### src/rtl/mixcolumns_iter.sv
`default_nettype none
// ============================================================================
//  Module      : mixcolumns_iter
//  Description : Iterative AES MixColumns stage. Accepts one 128-bit state
//                per handshake, mixes LANES columns per clock in place and
//                presents the result on a registered output handshake.
//                A per-block bypass passes the state through unmixed for
//                the final AES round.
//  Revision    : 1.0 - initial release
// ============================================================================
module mixcolumns_iter #(
    parameter int LANES = 1
) (
    input  logic         clk,
    input  logic         rst_n,
    input  logic         in_valid,
    output logic         in_ready,
    input  logic         in_bypass,
    input  logic [127:0] state_in,
    output logic         out_valid,
    input  logic         out_ready,
    output logic [127:0] state_out,
    output logic         busy
);

    // Reject unsupported lane counts at elaboration time.
    generate
        if (!(LANES == 1 || LANES == 2 || LANES == 4)) begin : g_bad_lanes
            $error("mixcolumns_iter: LANES must be 1, 2 or 4");
        end
    endgenerate

    // Column index advance per clock, and the index of the final group.
    localparam logic [1:0] c_STEP = 2'(LANES);
    localparam logic [1:0] c_LAST = 2'(4 - LANES);

    typedef enum logic [1:0] {
        IDLE = 2'd0,
        CALC = 2'd1,
        DONE = 2'd2
    } state_t;

    state_t        r_state;
    logic [127:0]  r_work;
    logic [1:0]    r_idx;
    logic          r_in_ready;
    logic          r_out_valid;
    logic          r_busy;
    logic [127:0]  r_out;
    logic [127:0]  w_work_next;

    // GF(2^8) multiply-by-2 modulo x^8+x^4+x^3+x+1.
    function automatic logic [7:0] xt(input logic [7:0] b);
        return {b[6:0], 1'b0} ^ (b[7] ? 8'h1B : 8'h00);
    endfunction

    // One MixColumns column; row 0 is the most significant byte.
    function automatic logic [31:0] mix_col(input logic [31:0] c);
        logic [7:0] a0, a1, a2, a3;
        a0 = c[31:24];
        a1 = c[23:16];
        a2 = c[15:8];
        a3 = c[7:0];
        return {xt(a0) ^ xt(a1) ^ a1 ^ a2 ^ a3,
                a0 ^ xt(a1) ^ xt(a2) ^ a2 ^ a3,
                a0 ^ a1 ^ xt(a2) ^ xt(a3) ^ a3,
                xt(a0) ^ a0 ^ a1 ^ a2 ^ xt(a3)};
    endfunction

    // Working state with the current column group mixed in place.
    always_comb begin
        w_work_next = r_work;
        for (int l = 0; l < LANES; l++) begin
            w_work_next[127 - 32*(int'(r_idx) + l) -: 32] =
                mix_col(r_work[127 - 32*(int'(r_idx) + l) -: 32]);
        end
    end

    // Control FSM with registered handshake outputs and result register.
    always_ff @(posedge clk or negedge rst_n) begin
        if (!rst_n) begin
            r_state     <= IDLE;
            r_work      <= '0;
            r_idx       <= '0;
            r_in_ready  <= 1'b0;
            r_out_valid <= 1'b0;
            r_busy      <= 1'b0;
            r_out       <= '0;
        end else begin
            case (r_state)
                IDLE: begin
                    r_in_ready <= 1'b1;
                    if (in_valid && r_in_ready) begin
                        r_work     <= state_in;
                        r_in_ready <= 1'b0;
                        r_busy     <= 1'b1;
                        if (in_bypass) begin
                            // Final round: no mixing, result visible next cycle.
                            r_out       <= state_in;
                            r_out_valid <= 1'b1;
                            r_state     <= DONE;
                        end else begin
                            r_idx   <= '0;
                            r_state <= CALC;
                        end
                    end
                end
                CALC: begin
                    r_work <= w_work_next;
                    r_idx  <= r_idx + c_STEP;
                    if (r_idx == c_LAST) begin
                        r_out       <= w_work_next;
                        r_out_valid <= 1'b1;
                        r_state     <= DONE;
                    end
                end
                DONE: begin
                    // Input reopens only after the output handshake completes.
                    if (out_ready) begin
                        r_out_valid <= 1'b0;
                        r_in_ready  <= 1'b1;
                        r_busy      <= 1'b0;
                        r_state     <= IDLE;
                    end
                end
                default: begin
                    r_state     <= IDLE;
                    r_in_ready  <= 1'b0;
                    r_out_valid <= 1'b0;
                    r_busy      <= 1'b0;
                end
            endcase
        end
    end

    assign in_ready  = r_in_ready;
    assign out_valid = r_out_valid;
    assign state_out = r_out;
    assign busy      = r_busy;

endmodule
`default_nettype wire
### config.mk
export PLATFORM = sky130hd
export DESIGN_NAME = mixcolumns_iter
export DESIGN_NICKNAME = d
export VERILOG_FILES = /design/src/rtl/mixcolumns_iter.sv
export SDC_FILE = /design/constraint.sdc
export NUM_CORES = 1
export LEC_CHECK = 0
export CORE_ASPECT_RATIO = 2
export CORE_MARGIN = 3
export CORE_UTILIZATION = 53
export CTS_CLUSTER_DIAMETER = 150
export CTS_CLUSTER_SIZE = 25
export DETAILED_ROUTE_END_ITERATION = 16
export PLACE_DENSITY = 0.8
export SLEW_MARGIN = 20
export SYNTH_ARGS = -nofsm -noshare
export SYNTH_HDL_FRONTEND = slang
export SYNTH_SLANG_ARGS = --single-unit
### constraint.sdc
create_clock -name clk -period 6 [get_ports clk]
set_input_delay 1.2 -clock clk [delete_from_list [all_inputs] [get_ports clk]]
set_output_delay 1.2 -clock clk [all_outputs]
set_load 0.02 [all_outputs]
==> results of run 1 <==
routing by layer:
layer / wire length, um / GRT usage [%] / part of all wire [%] / vias to the layer above
li1: - / - / - / 5585
met1: 16200 / 36.7 / 31 / 6383
met2: 27200 / 59.9 / 51 / 797
met3: 3440 / 4.30 / 6.5 / 274
met4: 6170 / 32.8 / 12 / 0
met5: 0 / 0 / 0 / -
logic make-up after synthesis:
logic type                 after synthesis  share of synthesized area, %
DFF                                    263                          44.9
buffers and inverters                  139                          3.98
AOI/OAI and AO/OA                      497                          25.8
muxes                                   32                          4.91
and+or+nand+nor                        370                          10.6
adders and majority gates                4                         0.341
xor gates and xnor gates                79                          9.56
cell usage after synthesis, drive strengths merged:
master	n	share of area (%)
nand2	220	5.6
o221ai	42	2.5
a21oi	50	1.7
nor4	1	0.043
o21ai	100	3.5
mux4	32	4.9
nand2b	1	0.043
a221oi	77	6.4
buf	22	0.99
or3	2	0.085
o22ai	7	0.30
o31ai	154	7.9
dfrtp	263	45
a21o	5	0.26
nor2b	1	0.043
inv	10	0.26
a22o	1	0.060
and3	51	2.2
a211oi	6	0.31
or2	2	0.085
a22oi	49	2.5
nor2	87	2.2
xor2	16	1.4
nor3	5	0.25
clkbuf	106	2.7
clkinv	1	0.026
xnor3	36	5.6
o211ai	4	0.20
a222oi	1	0.068
xnor2	22	1.8
ha	4	0.34
xor3	5	0.81
a221o	1	0.068
cell type report:
type,count,area [um2],share of cell area (%)
Antenna cell,2,5.00,0.0280
Clock buffer,16,379,2.12
Clock inverter,1,16.3,0.0911
Inverter,11,41.3,0.231
Multi-Input combinational cell,982,7550,42.3
Sequential cell,263,6580,36.9
Tap cell,348,435,2.44
Timing Repair Buffer,283,2850,15.9
sequential cells by signal, summed over array words and instances, names as in the netlist:
| register | count |
|---|---|
| r_work | 128 |
| state_out | 128 |
| r_idx | 2 |
| r_state | 2 |
| busy | 1 |
| in_ready | 1 |
| out_valid | 1 |
path summary, 6_finish.rpt:
check                               from       endpoint  slack (ns)  cells past startpoint
max                             r_idx[1]   state_out[3]        2.46                      5
min                        state_out[50]  state_out[50]        0.49                      2
max reg2reg                     r_idx[1]   state_out[3]        2.46                      5
min reg2reg                state_out[50]  state_out[50]        0.49                      2
max in group asynchronous          rst_n           busy        4.09                      2
min in group asynchronous          rst_n  state_out[22]        0.65                      1
critical path: stages, from the launching register on:
cell      delay, ns
dfrtp_1        1.01
buf_4          0.39
inv_1          0.18
nor3_4         0.93
nand2_1        0.53
o221ai_1       0.36
placed cells by master (no fill, tap or decap), types with 29 or more instances in the layout:
cell,count
a221oi_2,42
o31ai_1,154
nor2_1,87
and3_1,51
o21ai_0,73
a221oi_1,35
o221ai_1,42
clkdlybuf4s50_1,262
mux4_2,32
a22oi_1,49
xnor3_1,29
dfrtp_1,262
nand2_1,220
a21oi_1,50
per-stage QoR:
| step | worst slack, ns | util (%) | std cells | cell area [um2] |
|---|---|---|---|---|
| finish | 2.46 | 65.8 | 1906 | 17900 |
| global route | 2.29 | 65.8 | 1905 | 17900 |
| floorplan | 3.32 | - | 1384 | 14700 |
| detailed placement | 2.39 | 64.3 | 1886 | 17400 |
| CTS | 2.50 | 65.7 | 1903 | 17800 |
| global placement | 2.44 | 64.3 | 1886 | 17400 |
==> impl_metrics.yaml, run 1 <==
critical_path:
  worstPathRequired_ns: 6.42
  start_kind: "register"
  path_class: "reg2reg"
  cp_max_fo: 22
  critPathArrivalTime_ns: 3.95
  end_kind: "register"
sta:
  tightest_slew_ns: 1.14
  fmax_mhz: 283
  hold_viol_final: 0
  rsz0062_at_grt: "false"
  fin_hold_ws_ns: 0.487
  finClkSkew_ns: 0.0223
  period_share_pct: 58.9
  setup_tns_ns: 0
  final_max_slew_viol_count: 0
  period_minus_slack_ns: 3.54
  slew_headroom_pct: 23.9
  finalSetupViolCount: 0
logic_synthesis:
  synth-seq-area-share_pct: 44.9
  ys_types: 46
  syn_area_um2: 14700
  netlist_instances: 1384
  syn_nets: 1521
  avgSynthCellArea_um2: 10.6
  synth_seq_cells: 263
  yosysWarnings: 0
cts:
  post_cts_buffers: 0
  cts_buffers: 14
  cts_tree: "done"
  cts_sinks: 263
  clockBufferDepth: 3
  post_cts_resized: 0
  clkTransAtPathRegs_ns: 0.11
  worstSkewPairLatency_ns: 0.52
  ctsRootBufferMaster: "clkbuf_16"
  cts_max_level: 1
  hold_buffers: 0
cells_and_area:
  num-fill-cells: 2190
  layout-drive-gt1-share_pct: 9.38
  fin_nets: 1692
  syn2layout_area_growth_pct: 21.7
placement:
  port_buffers: 263
  dp_hpwl_um: 38900
  gp_congestion: 0.982
global_routing:
  antenna_found_initial: 1
  grt_pass1_vias: 13000
  grt_pass1_wl_um: 77800
  grt_max_degree: 138
  grt_overflow: 0
  grtUsageTotal_pct: 35.2
floorplanning:
  die-area_um2: 29800
  fp.dieH_um: 241
  core_area_um2: 27100
  start_util_pct: 54.1
  pin_count: 264
  die_w_um: 124
  rows: 85
drt:
  wl_um: 53000
  drt-pass1-iter-count: 7
  via_per_inst: 6.84
  routedWlPerCell_um: 27.8
  antenna_left: 0
  drc: 0
  drtIter0Drc: 1187
  dr_total_vias: 13000
run:
  drv_cap: 0
hold_path:
  hold_class: "reg2reg"
run_status:
  status: "finished, final reports clean"
Power of run 1 is left out: the tool's default activity adds up to more than one toggle a clock period on the data nets, which glitch-free logic cannot reach.
==> inputs of run 2 (changes only) <==
--- a/config.mk
+++ b/config.mk
@@ -7,11 +7,11 @@
 export LEC_CHECK = 0
 export CORE_ASPECT_RATIO = 2
 export CORE_MARGIN = 3
-export CORE_UTILIZATION = 53
+export CORE_UTILIZATION = 48
 export CTS_CLUSTER_DIAMETER = 150
 export CTS_CLUSTER_SIZE = 25
 export DETAILED_ROUTE_END_ITERATION = 16
-export PLACE_DENSITY = 0.8
+export PLACE_DENSITY = 0.77
 export SLEW_MARGIN = 20
 export SYNTH_ARGS = -nofsm -noshare
 export SYNTH_HDL_FRONTEND = slang
==> constraint.sdc (replaced) <==
create_clock -name clk -period 3 [get_ports clk]
set_input_delay 0.6 -clock clk [delete_from_list [all_inputs] [get_ports clk]]
set_output_delay 0.6 -clock clk [all_outputs]
set_load 0.02 [all_outputs]
==> impl_metrics.yaml, run 2 (synthesis results as in run 1) <==
run_status:
  status: "finished, final reports clean"
placement:
  dp_hpwl_um: 41300
  port_buffers: 263
  gp_congestion: 0.991
cts:
  ctsRootBufferMaster: "clkbuf_16"
  cts_max_level: 1
  cts_buffers: 14
  clkTransAtPathRegs_ns: 0.11
  cts_sinks: 263
  cts_tree: "done"
  post_cts_buffers: 0
  hold_buffers: 0
  clockBufferDepth: 3
  worstSkewPairLatency_ns: 0.51
sta:
  hold_viol_final: 0
  slew_headroom_pct: 39.4
  fmax_mhz: 341
  finalSetupViolCount: 0
  period_share_pct: 97.9
  period_minus_slack_ns: 2.94
  rsz0062_at_grt: "false"
  setup_tns_ns: 0
  tightest_slew_ns: 0.901
  finClkSkew_ns: 0.0221
  final_max_slew_viol_count: 0
critical_path:
  path_class: "reg2reg"
  worstPathRequired_ns: 3.41
  start_kind: "register"
  critPathArrivalTime_ns: 3.35
  end_kind: "register"
  cp_max_fo: 14
global_routing:
  grt_pass1_vias: 13500
  grtUsageTotal_pct: 33.4
  grt_pass1_wl_um: 82300
  grt_max_degree: 125
  grt_overflow: 0
  antenna_found_initial: 0
cells_and_area:
  antennaDiodeCount: 0
  fin_nets: 1742
  final_cell_mix: "dfrtp_1 (262), clkdlybuf4s50_1 (262), nand2_1 (220), o31ai_1 (154), nor2_1 (87)"
  num-fill-cells: 2438
  syn2layout_area_growth_pct: 25.7
  layout-drive-gt1-share_pct: 12.5
floorplanning:
  rows: 89
  core_area_um2: 29800
  die-area_um2: 32800
  start_util_pct: 49.2
  fp.dieH_um: 253
  pin_count: 264
  die_w_um: 130
drt:
  drt-pass1-iter-count: 8
  wl_um: 55200
  wl_met3_um: 3550
  wl_met1_um: 17100
  top_layer_used: "met4"
  drc: 0
  routedWlPerCell_um: 28.0
  via_per_inst: 6.72
  dr_total_vias: 13200
  wl_met2_um: 28400
  antenna_left: 0
  drtIter0Drc: 1354
hold_path:
  hold_class: "in2async"
run:
  drv_cap: 0
run 2: cell type report:
class                           instances  area, um2  area share, %
Tap cell                              364        455           2.47
Sequential cell                       263       6580           35.7
Clock inverter                          1       16.3         0.0882
Clock buffer                           16        379           2.06
Inverter                               11       41.3          0.224
Multi-Input combinational cell        982       7570           41.0
Timing Repair Buffer                  333       3400           18.4
run 2: worst paths after layout:
check	startpoint	endpoint	slack, ns	cells past startpoint
min in group clk	state_out[103]	state_out[103]	0.48	2
min reg2reg	state_out[103]	state_out[103]	0.48	2
min	rst_n	out_valid	0.09	1
max	r_idx[0]	state_out[16]	0.06	7
max in group asynchronous	rst_n	state_out[40]	2.10	2
max reg2reg	r_idx[0]	state_out[16]	0.06	7
run 2: worst max-delay path: stages, from the launching register on:
cell and delay (ns):
dfrtp_2 0.45, buf_12 0.18, mux4_2 0.66, xor3_1 0.48
xnor2_2 0.49, a221oi_1 0.15, buf_4 0.17, o31ai_1 0.24
run 2: metal layers:
layer	global-route usage [%]	vias to the layer above
met5	0	-
met4	27.6	0
met3	4.22	247
met2	58.1	800
met1	35.2	6519
li1	-	5679
run 2: timing repair:
action	CTS	global route
resized for setup	0	5
hold endpoints to repair	0	0
endpoints found under the setup margin	0	10
run 2: metrics by stage:
step           hold slack, ns  cells  setup WS (ns)  utilization (%)  cell area (um2)
2_1_floorplan           0.304   1384          0.487                -            14700
3_3_place_gp            0.460   1953          0.194             60.4            18000
3_5_place_dp            0.466   1953          0.135             60.4            18000
4_1_cts                 0.125   1970         0.0990             61.7            18400
5_1_grt                 0.141   1970         0.0129             61.8            18400
6_report               0.0898   1970         0.0640             61.8            18400
Power of run 2 is left out for the same reason.
==> RTL change (flow settings as in run 2) <==
The 3 states of `state_t` get a one-hot encoding in 3 bits.
--- a/src/rtl/mixcolumns_iter.sv
+++ b/src/rtl/mixcolumns_iter.sv
@@ -34,10 +34,10 @@
     localparam logic [1:0] c_STEP = 2'(LANES);
     localparam logic [1:0] c_LAST = 2'(4 - LANES);
 
-    typedef enum logic [1:0] {
-        IDLE = 2'd0,
-        CALC = 2'd1,
-        DONE = 2'd2
+    typedef enum logic [2:0] {
+        IDLE = 3'b001,
+        CALC = 3'b010,
+        DONE = 3'b100
     } state_t;
 
     state_t        r_state;
Function: no difference found for any inputs over 4 cycles, from zero or initial values and one cycle with rst_n low; so few cycles prove little.
==> RTL change against run 2 <==
- maximum frequency grew 0.17%
- largest cell class unchanged
- routed wire length grew 8.7%
- critical endpoint is now r_work[64]
- cell area grew 1.4%
- synthesized area grew 2.1%
- critical path type unchanged
- sequential cell count grew 1
- worst setup slack gained 4.9 ps
- synthesized cell count grew 4.3%
Power is left out: the tool's default activity adds up to more than one toggle a clock period on the data nets, which glitch-free logic cannot reach.
==> RTL change: results (changes against run 2) <==
Placement
  – Cells after DPL: 2059 (+5.4%)
  – Final GP Congestion: 1.05 (+5.8%)
  – Final HPWL DP: 43800 um (+6.1%)

Clock network
  – CTS sink cnt: 264 (+0.38%)
  – Buffer count from post-CTS setup fixing: 0 (unchanged)
  – Clk buf depth: 3 (unchanged)
  – Worst-path clk slew: 100 ps

Synth
  – Syn. warnings: 0 (unchanged)
  – Ys flop type: dfrtp_1
  – Mapped Nets: 1581 (+3.9%)
  – Sequential area share after synthesis: 0.441 (-0.00761)
  – Post-synth cell types: 50 (+8.7%)
  – Most common library cells after synthesis: 263 x dfrtp_1, 136 x nor2_1, 109 x o21ai_0
  – Asr flop ratio synth: 1.00 (unchanged)
  – Area contributors post-synth: dfrtp_1 44%, o221a_2 5.3%, xnor3_1 5.3%
  – Synth Area per Inst: 10.4 um2 (-2.1%)

Setup path
  – Crit path DAT: 3370 ps (+20 ps)
  – End of the worst register-to-register path: r_work[64]
  – Critical Path Start: r_idx[0]
  – Peak fanout along the critical path: 16 (+2)
  – R2r worst-path depth: 6 (-1)

Route
  – DR vias/cell: 6.69 (-0.50%)
  – Via count: 13.9k (+5.0%)
  – DR pass1 iterations: 6 (-2)
  – Final WL: 60000 um (+8.7%)
  – Drt initial violations: 1499 (+11%)

STA
  – Final setup skew: 37.7 ps (+15.5 ps)
  – Worst-margin pin slew: 937 ps (+35.9 ps)

Global routing
  – Initial antenna violation count: 1 (+1)
  – First-pass GRT wire length: 88500 um (+7.6%)
  – Pin count of the biggest net entering global routing: 82 (-34%)
  – Number of global-route vias before repair: 14.2k (+4.9%)
  – Tot GR Track Use: 0.354 (+0.0196)

Layout
  – Share of post-route cells with drive strength above 1: 0.135 (+0.0101)
  – # nets final: 1798 (+3.2%)

Outcome
  – Status: finished, final reports clean
RTL change: worst max-delay path by stage:
stage | end | slack (ps) | cells past startpoint
2_1_floorplan | state_out[101] | 470 | 7
3_3_place_gp | r_work[64] | 100 | 6
3_5_place_dp | state_out[71] | 150 | 6
4_1_cts | r_work[64] | 110 | 6
5_1_grt | r_work[64] | 40 | 6
6_report | r_work[64] | 70 | 6
RTL change: final cells by class:
| type | count | area [um2] |
|---|---|---|
| fill | 2542 | 11800 |
| inverter | 108 | 405 |
| timing repair buffer | 329 | 3270 |
| multi-input combinational | 944 | 7480 |
| clock buffer | 18 | 387 |
| clock inverter | 1 | 16.3 |
| sequential | 264 | 6610 |
| tap | 414 | 518 |
RTL change: layer usage:
| layer | vias up | track usage | part of all wire |
|---|---|---|---|
| li1 | 5802 | - | - |
| met3 | 285 | 0.0426 | 0.067 |
| met2 | 957 | 0.585 | 0.50 |
| met1 | 6857 | 0.383 | 0.31 |
| met5 | - | 0 | 0 |
| met4 | 0 | 0.320 | 0.12 |
RTL change: kinds of logic (layout without fill, tap and decap cells):
kind of cell               after synthesis  after routing  share of synthesized area
AOI/OAI and AO/OA                      550            550                      0.273
xor gates and xnor gates                76             76                     0.0884
adders and majority gates                4              4                    0.00334
buffers and inverters                  236            456                     0.0612
DFF                                    264            264                      0.441
muxes                                   32             32                     0.0481
and+or+nand+nor                        282            282                     0.0854
RTL change: metrics by stage:
step	cell area, um2	hold WS [ps]	setup WS, ps	util
2_1_floorplan	15000	304	468	-
3_3_place_gp	18300	473	104	0.599
3_5_place_dp	18300	486	152	0.599
4_1_cts	18700	104	106	0.612
5_1_grt	18700	124	39.2	0.612
6_report	18700	78.4	68.9	0.612
RTL change: worst max-delay path, cell delays in order (launching register included):
cell	delay, ps
dfrtp_2	420
buf_12	190
mux4_2	630
xnor2_1	420
xnor3_1	570
o221ai_1	380
o221a_2	260
